[src/rtl/fir_serial_mc.sv]
// Multi-channel time-multiplexed serial FIR filter.
// One shared MAC, per-channel circular delay lines, runtime-loadable coefficients.
module fir_serial_mc #(
  parameter int unsigned DATA_W    = 16,
  parameter int unsigned COEFF_W   = 16,
  parameter int unsigned TAPS      = 64,
  parameter int unsigned CHANNELS  = 2,
  parameter int unsigned OUT_SHIFT = 15,
  localparam int unsigned CH_W     = (CHANNELS > 1) ? $clog2(CHANNELS) : 1,
  localparam int unsigned TAP_W    = $clog2(TAPS)
) (
  input  logic               clk,
  input  logic               rst,
  input  logic               clk_enable,
  input  logic               in_valid,
  output logic               in_ready,
  input  logic [CH_W-1:0]    in_channel,
  input  logic [DATA_W-1:0]  filter_in,
  output logic               out_valid,
  input  logic               out_ready,
  output logic [CH_W-1:0]    out_channel,
  output logic [DATA_W-1:0]  filter_out,
  output logic               sat_flag,
  input  logic               coeff_we,
  input  logic [TAP_W-1:0]   coeff_addr,
  input  logic [COEFF_W-1:0] coeff_wdata,
  output logic               coeff_drop
);

  localparam int unsigned PROD_W = DATA_W + COEFF_W;
  localparam int unsigned ACC_W  = DATA_W + COEFF_W + TAP_W;
  localparam int unsigned DL_W   = CH_W + TAP_W;
  localparam int unsigned DL_N   = CHANNELS * TAPS;

  localparam logic [DL_W-1:0]         CLR_LAST = DL_W'(DL_N - 1);
  localparam logic [TAP_W-1:0]        TAP_LAST = TAP_W'(TAPS - 1);
  localparam logic signed [ACC_W-1:0] RND_K    = ACC_W'(1) << (OUT_SHIFT - 1);
  localparam logic signed [ACC_W-1:0] SAT_MAX  = (ACC_W'(1) << (DATA_W - 1)) - ACC_W'(1);
  localparam logic signed [ACC_W-1:0] SAT_MIN  = ~SAT_MAX;

  localparam logic [2:0] ST_CLEAR = 3'd0;
  localparam logic [2:0] ST_IDLE  = 3'd1;
  localparam logic [2:0] ST_MAC   = 3'd2;
  localparam logic [2:0] ST_ROUND = 3'd3;
  localparam logic [2:0] ST_OUT   = 3'd4;

  logic signed [DATA_W-1:0]  dl_mem [DL_N];
  logic signed [COEFF_W-1:0] cf_mem [TAPS];
  logic [TAP_W-1:0]          ptr_q  [CHANNELS];

  logic [2:0]               state_q, state_d;
  logic [DL_W-1:0]          clr_q, clr_d;
  logic [TAP_W-1:0]         tap_q, tap_d;
  logic [TAP_W-1:0]         base_q, base_d;
  logic [CH_W-1:0]          ch_q, ch_d;
  logic signed [ACC_W-1:0]  acc_q, acc_d;
  logic [DATA_W-1:0]        fout_q, fout_d;
  logic [CH_W-1:0]          och_q, och_d;
  logic                     sat_q, sat_d;
  logic                     drop_q, drop_d;
  logic                     in_ready_q, in_ready_d;
  logic                     out_valid_q, out_valid_d;

  logic                      dl_we_c;
  logic [DL_W-1:0]           dl_waddr_c;
  logic signed [DATA_W-1:0]  dl_wdata_c;
  logic                      cf_we_c;
  logic [TAP_W-1:0]          cf_waddr_c;
  logic signed [COEFF_W-1:0] cf_wdata_c;
  logic                      ptr_we_c;
  logic                      ch_ok_c;
  logic [DL_W-1:0]           dl_raddr_c;
  logic signed [DATA_W-1:0]  dl_rd_c;
  logic signed [COEFF_W-1:0] cf_rd_c;
  logic signed [PROD_W-1:0]  prod_c;
  logic signed [ACC_W-1:0]   rnd_c;
  logic signed [ACC_W-1:0]   shr_c;

  // Tap k reads the sample k positions older than the newest one of the latched channel.
  assign dl_raddr_c = {ch_q, base_q - tap_q};
  assign dl_rd_c    = dl_mem[dl_raddr_c];
  assign cf_rd_c    = cf_mem[tap_q];
  assign prod_c     = PROD_W'(dl_rd_c) * PROD_W'(cf_rd_c);
  assign rnd_c      = acc_q + RND_K;
  assign shr_c      = rnd_c >>> OUT_SHIFT;
  assign ch_ok_c    = (32'(in_channel) < CHANNELS);

  always_comb begin
    state_d    = state_q;
    clr_d      = clr_q;
    tap_d      = tap_q;
    base_d     = base_q;
    ch_d       = ch_q;
    acc_d      = acc_q;
    fout_d     = fout_q;
    och_d      = och_q;
    sat_d      = sat_q;
    drop_d     = coeff_we && (state_q != ST_IDLE);
    dl_we_c    = 1'b0;
    dl_waddr_c = '0;
    dl_wdata_c = '0;
    cf_we_c    = 1'b0;
    cf_waddr_c = '0;
    cf_wdata_c = '0;
    ptr_we_c   = 1'b0;

    case (state_q)
      ST_CLEAR: begin
        dl_we_c    = 1'b1;
        dl_waddr_c = clr_q;
        cf_we_c    = 1'b1;
        cf_waddr_c = clr_q[TAP_W-1:0];
        if (clr_q == CLR_LAST) begin
          state_d = ST_IDLE;
        end else begin
          clr_d = clr_q + DL_W'(1);
        end
      end
      ST_IDLE: begin
        if (coeff_we) begin
          cf_we_c    = 1'b1;
          cf_waddr_c = coeff_addr;
          cf_wdata_c = coeff_wdata;
        end
        // Samples tagged with a non-existent channel are consumed and dropped.
        if (in_valid && ch_ok_c) begin
          dl_we_c    = 1'b1;
          dl_waddr_c = {in_channel, ptr_q[in_channel]};
          dl_wdata_c = filter_in;
          ptr_we_c   = 1'b1;
          base_d     = ptr_q[in_channel];
          ch_d       = in_channel;
          acc_d      = '0;
          tap_d      = '0;
          state_d    = ST_MAC;
        end
      end
      ST_MAC: begin
        acc_d = acc_q + {{TAP_W{prod_c[PROD_W-1]}}, prod_c};
        tap_d = tap_q + TAP_W'(1);
        if (tap_q == TAP_LAST) begin
          state_d = ST_ROUND;
        end
      end
      ST_ROUND: begin
        och_d = ch_q;
        if (shr_c > SAT_MAX) begin
          fout_d = SAT_MAX[DATA_W-1:0];
          sat_d  = 1'b1;
        end else if (shr_c < SAT_MIN) begin
          fout_d = SAT_MIN[DATA_W-1:0];
          sat_d  = 1'b1;
        end else begin
          fout_d = shr_c[DATA_W-1:0];
          sat_d  = 1'b0;
        end
        state_d = ST_OUT;
      end
      ST_OUT: begin
        if (out_ready) begin
          state_d = ST_IDLE;
        end
      end
      default: state_d = ST_CLEAR;
    endcase

    in_ready_d  = (state_d == ST_IDLE);
    out_valid_d = (state_d == ST_OUT);
  end

  always_ff @(posedge clk) begin
    if (rst) begin
      state_q     <= ST_CLEAR;
      clr_q       <= '0;
      tap_q       <= '0;
      base_q      <= '0;
      ch_q        <= '0;
      acc_q       <= '0;
      fout_q      <= '0;
      och_q       <= '0;
      sat_q       <= 1'b0;
      drop_q      <= 1'b0;
      in_ready_q  <= 1'b0;
      out_valid_q <= 1'b0;
    end else if (clk_enable) begin
      state_q     <= state_d;
      clr_q       <= clr_d;
      tap_q       <= tap_d;
      base_q      <= base_d;
      ch_q        <= ch_d;
      acc_q       <= acc_d;
      fout_q      <= fout_d;
      och_q       <= och_d;
      sat_q       <= sat_d;
      drop_q      <= drop_d;
      in_ready_q  <= in_ready_d;
      out_valid_q <= out_valid_d;
    end
  end

  always_ff @(posedge clk) begin
    if (rst) begin
      for (int unsigned i = 0; i < CHANNELS; i++) ptr_q[i] <= '0;
    end else if (clk_enable) begin
      if (state_q == ST_CLEAR) begin
        for (int unsigned i = 0; i < CHANNELS; i++) ptr_q[i] <= '0;
      end else if (ptr_we_c) begin
        ptr_q[in_channel] <= ptr_q[in_channel] + TAP_W'(1);
      end
    end
  end

  // Storage arrays carry no reset; CLEAR walks and zeroes them.
  always_ff @(posedge clk) begin
    if (!rst && clk_enable) begin
      if (dl_we_c) dl_mem[dl_waddr_c] <= dl_wdata_c;
      if (cf_we_c) cf_mem[cf_waddr_c] <= cf_wdata_c;
    end
  end

  assign in_ready    = in_ready_q;
  assign out_valid   = out_valid_q;
  assign out_channel = och_q;
  assign filter_out  = fout_q;
  assign sat_flag    = sat_q;
  assign coeff_drop  = drop_q;

endmodule

[config.mk]
export PLATFORM = sky130hd
export DESIGN_NAME = fir_serial_mc
export DESIGN_NICKNAME = d
export VERILOG_FILES = /design/src/rtl/fir_serial_mc.sv
export SDC_FILE = /design/constraint.sdc
export NUM_CORES = 2
export LEC_CHECK = 0
export CORE_MARGIN = 3
export CORE_UTILIZATION = 60
export DETAILED_ROUTE_END_ITERATION = 7
export GPL_ROUTABILITY_DRIVEN = 0
export MAX_ROUTING_LAYER = met4
export PLACE_DENSITY_LB_ADDON = 0.2
export REMOVE_ABC_BUFFERS = 1
export SLEW_MARGIN = 20
export SYNTH_ARGS = -nofsm -noshare
export SYNTH_HDL_FRONTEND = slang
export SYNTH_SLANG_ARGS = --single-unit
[constraint.sdc]
create_clock -name clk -period 30.2 [get_ports clk]
set_input_delay 6.04 -clock clk [delete_from_list [all_inputs] [get_ports clk]]
set_output_delay 6.04 -clock clk [all_outputs]
set_load 0.005 [all_outputs]
==> results.sh <==
export IMPL_via_per_inst=6.56
export IMPL_min_period_over_period_pct=47.4
export IMPL_io_pins=66
export IMPL_ys_warn_count=0
export IMPL_antenna_left=0
export IMPL_cts_buffers=327
export IMPL_critPathLaunchType="register"
export IMPL_clkLatencyLatePin_ns=0.98
export IMPL_grt_pass1_wl_mm=475
export IMPL_grt_usage_pct=29.4
export IMPL_start_util_pct=60.7
export IMPL_ys_seq_area_share_pct=70.4
export IMPL_tightest_slew_ns=1.15
export IMPL_placementRows=172
export IMPL_min_from="acc_q[2]"
export IMPL_syn2layout_area_growth_pct=11.6
export IMPL_setup_slack_ns=15.88
export IMPL_worst_r2r_endpoint="acc_q[37]"
export IMPL_clk_pin_slew_worst_paths_ns=0.06
export IMPL_fin_crit_ns=14.32
export IMPL_die_w_um=479
export IMPL_rsz0062_at_grt="no"
export IMPL_core_um2=221000
export IMPL_postCtsHoldBufs=0
export IMPL_routed_wirelength_mm=320
export IMPL_wl_per_cell_um=31.1
export IMPL_synth_top_flop_cell="edfxtp_1"
export IMPL_finalMaxSlewViolations=0
export IMPL_antenna_found_initial=18
export IMPL_grt_max_degree=126
export IMPL_ys_async_sr_fraction_pct=0
export IMPL_cts_sinks=3172
export IMPL_drc=0
export IMPL_crit_type="reg -> reg"
export IMPL_hold_viol=0
export IMPL_mostFrequentLayoutCells="3084 x edfxtp_1, 954 x mux4_2, 407 x nor2_1"
export IMPL_end_kind="register"
export IMPL_seq_area_um2=94400
export IMPL_max_stage_delay_ns=0.89
export IMPL_maxCapViolCount=0
export IMPL_hold_class="reg -> reg"
export IMPL_min_path_cells=2
export IMPL_post_cts_buffers=0
export IMPL_cp_max_fo=84
export IMPL_worstPathRequired_ns=30.97
export IMPL_die_y_um=479
export IMPL_cts_buffer_depth=4
export IMPL_htree_levels=5
export IMPL_slowest_stage="ha_4"
export IMPL_worst_r2r_cell_count=42
export IMPL_rr_startpoint="base_q[0]"
export IMPL_r2r_slack_ns=15.88
export IMPL_post_dp_hpwl_mm=187
export IMPL_cp_common_cell="fa_1"
export IMPL_cts_root_buffer="clkbuf_16"
export IMPL_totalNegativeSetupSlack_ns=0
export IMPL_firstDrtPassIters=6
export IMPL_cts_tree="yes"
export IMPL_slew_headroom_pct=23.3
export IMPL_multi_input_area_um2=37300
export IMPL_io_buffers=65
export IMPL_fillerInstances=13773
export IMPL_die_area_um2=229000
export IMPL_post_cts_resized=0
export IMPL_critPathArrivalTime_ns=15.10
export IMPL_vias=67453
export IMPL_grt_overflow_total=0
export IMPL_final_common_cell="edfxtp_1"
export IMPL_layout_drive_gt1_share_pct=24.3
export IMPL_fmax_mhz=69.8
export IMPL_synth_edf_count=3084
export IMPL_netlist_area_um2=134000
export IMPL_worstHoldEndpoint="acc_q[2]"
export IMPL_setup_viol=0
export IMPL_finish_utilization_pct=67.7
export IMPL_ys_types=69
export IMPL_dp_worst_setup_slack_ns=15.78
export IMPL_fin_nets=7510
export IMPL_ys_seq_elements=3172
export IMPL_avgSynthCellArea_um2=20.0
export IMPL_postSynthCellCount=6705
export IMPL_drt_initial_drc_count=8929
export IMPL_grt_pass1_vias=68958
export IMPL_fin_skew_ns=0.100
export IMPL_status="complete, no violations"
## layout make-up
type | instances | share of cell area [%]
Timing Repair Buffer | 345 | 1.90
Antenna cell | 14 | 0.0234
Clock inverter | 150 | 0.924
Sequential cell | 3172 | 63.1
Inverter | 322 | 0.808
Tap cell | 2958 | 2.47
Multi-Input combinational cell | 2903 | 25.0
Clock buffer | 415 | 5.79
## critical path, delay by kind of cell, from the launching register on
kind / cells / cell delay (ns)
buf+inv: 8 / 2.33
compound gates: 12 / 2.73
xor+xnor: 2 / 0.18
simple gates: 7 / 1.20
flops: 1 / 0.33
fa+ha+maj: 9 / 4.60
mux: 4 / 2.49
## through the flow
stage,instances,hold WS (ns),area (um^2)
final,10279,0.465,150000
after global routing,10277,0.487,150000
after CTS,10264,0.459,149000
after detailed placement,9699,0.452,139000
after global placement,9699,0.443,139000
after floorplan,6397,0.430,133000
## cells by family after synthesis
family	Yosys count	share of synthesized area, %
simple gates	1028	3.40
compound gates	322	1.57
xor+xnor	104	0.685
fa+ha+maj	394	5.16
mux	1055	16.8
flops	3172	70.4
buf+inv	630	1.97
## flip-flops by register name, summed over array words and instances, names as in the netlist, named ones only
signal	count
in_ready	1
ch_q	1
sat_flag	1
coeff_drop	1
acc_q	38
dl_mem	2048
ptr_q	12
out_valid	1
base_q	6
out_channel	1
tap_q	6
filter_out	16
state_q	3
clr_q	7
cf_mem	1024
## synth_stat cells (4+ instances only)
cell         n  area (um^2)
o21ai_0     73          365
dfxtp_1     88         1760
o21bai_1     6         45.0
o21ai_1     10         50.1
nand2b_1    77          482
a221o_1      9         90.1
a32o_1       4         40.0
nor2_1     427         1600
o22ai_1      5         31.3
xor2_1      36          315
buf_1       29          109
a21o_1      29          218
and2_1      50          313
a22oi_1     18          135
and4_1       4         35.0
nand3_1     62          310
nor2b_1     45          282
nand3b_1     4         30.0
a211oi_1    14          105
buf_4       27          203
buf_6        6         67.6
or2_2       12         75.1
buf_2      101          505
ha_1       129         1610
nand2_1    287         1080
a22o_1      16          140
xnor2_1     67          587
mux4_2     954        21500
mux2_2      35          394
nor3_1      25          125
a31oi_1      8         50.1
a21boi_0     7         52.6
fa_1       265         5310
clkbuf_1   145          544
a311oi_1     4         35.0
o21a_1       6         45.0
o31ai_1      4         30.0
o211a_1      4         40.0
inv_1      321         1200
nand4_1     11         68.8
mux2i_1     66          661
a41oi_1      4         35.0
and3_1      12         75.1
edfxtp_1  3084        92600
a21oi_1     78          390
## worst max-delay path by stage
stage	from	to	slack, ns	cells after the start
detailed placement	tap_q[0]	acc_q[37]	15.78	41
CTS	base_q[0]	acc_q[37]	15.74	42
global route	base_q[0]	acc_q[37]	14.72	42
finish	base_q[0]	acc_q[37]	15.88	42
floorplan	tap_q[0]	acc_q[37]	0.75	42
global placement	base_q[0]	acc_q[37]	15.80	42
## routing by layer
layer | GRT usage, % | vias up | routed length (um)
li1 | - | 27443 | -
met1 | 42.2 | 35599 | 124000
met2 | 43.1 | 3765 | 151000
met3 | 6.37 | 646 | 34600
met4 | 9.36 | 0 | 10800
met5 | - | - | 0
Power is left out: the tool's default activity adds up to more than one toggle a clock period on the data nets, which glitch-free logic cannot reach.
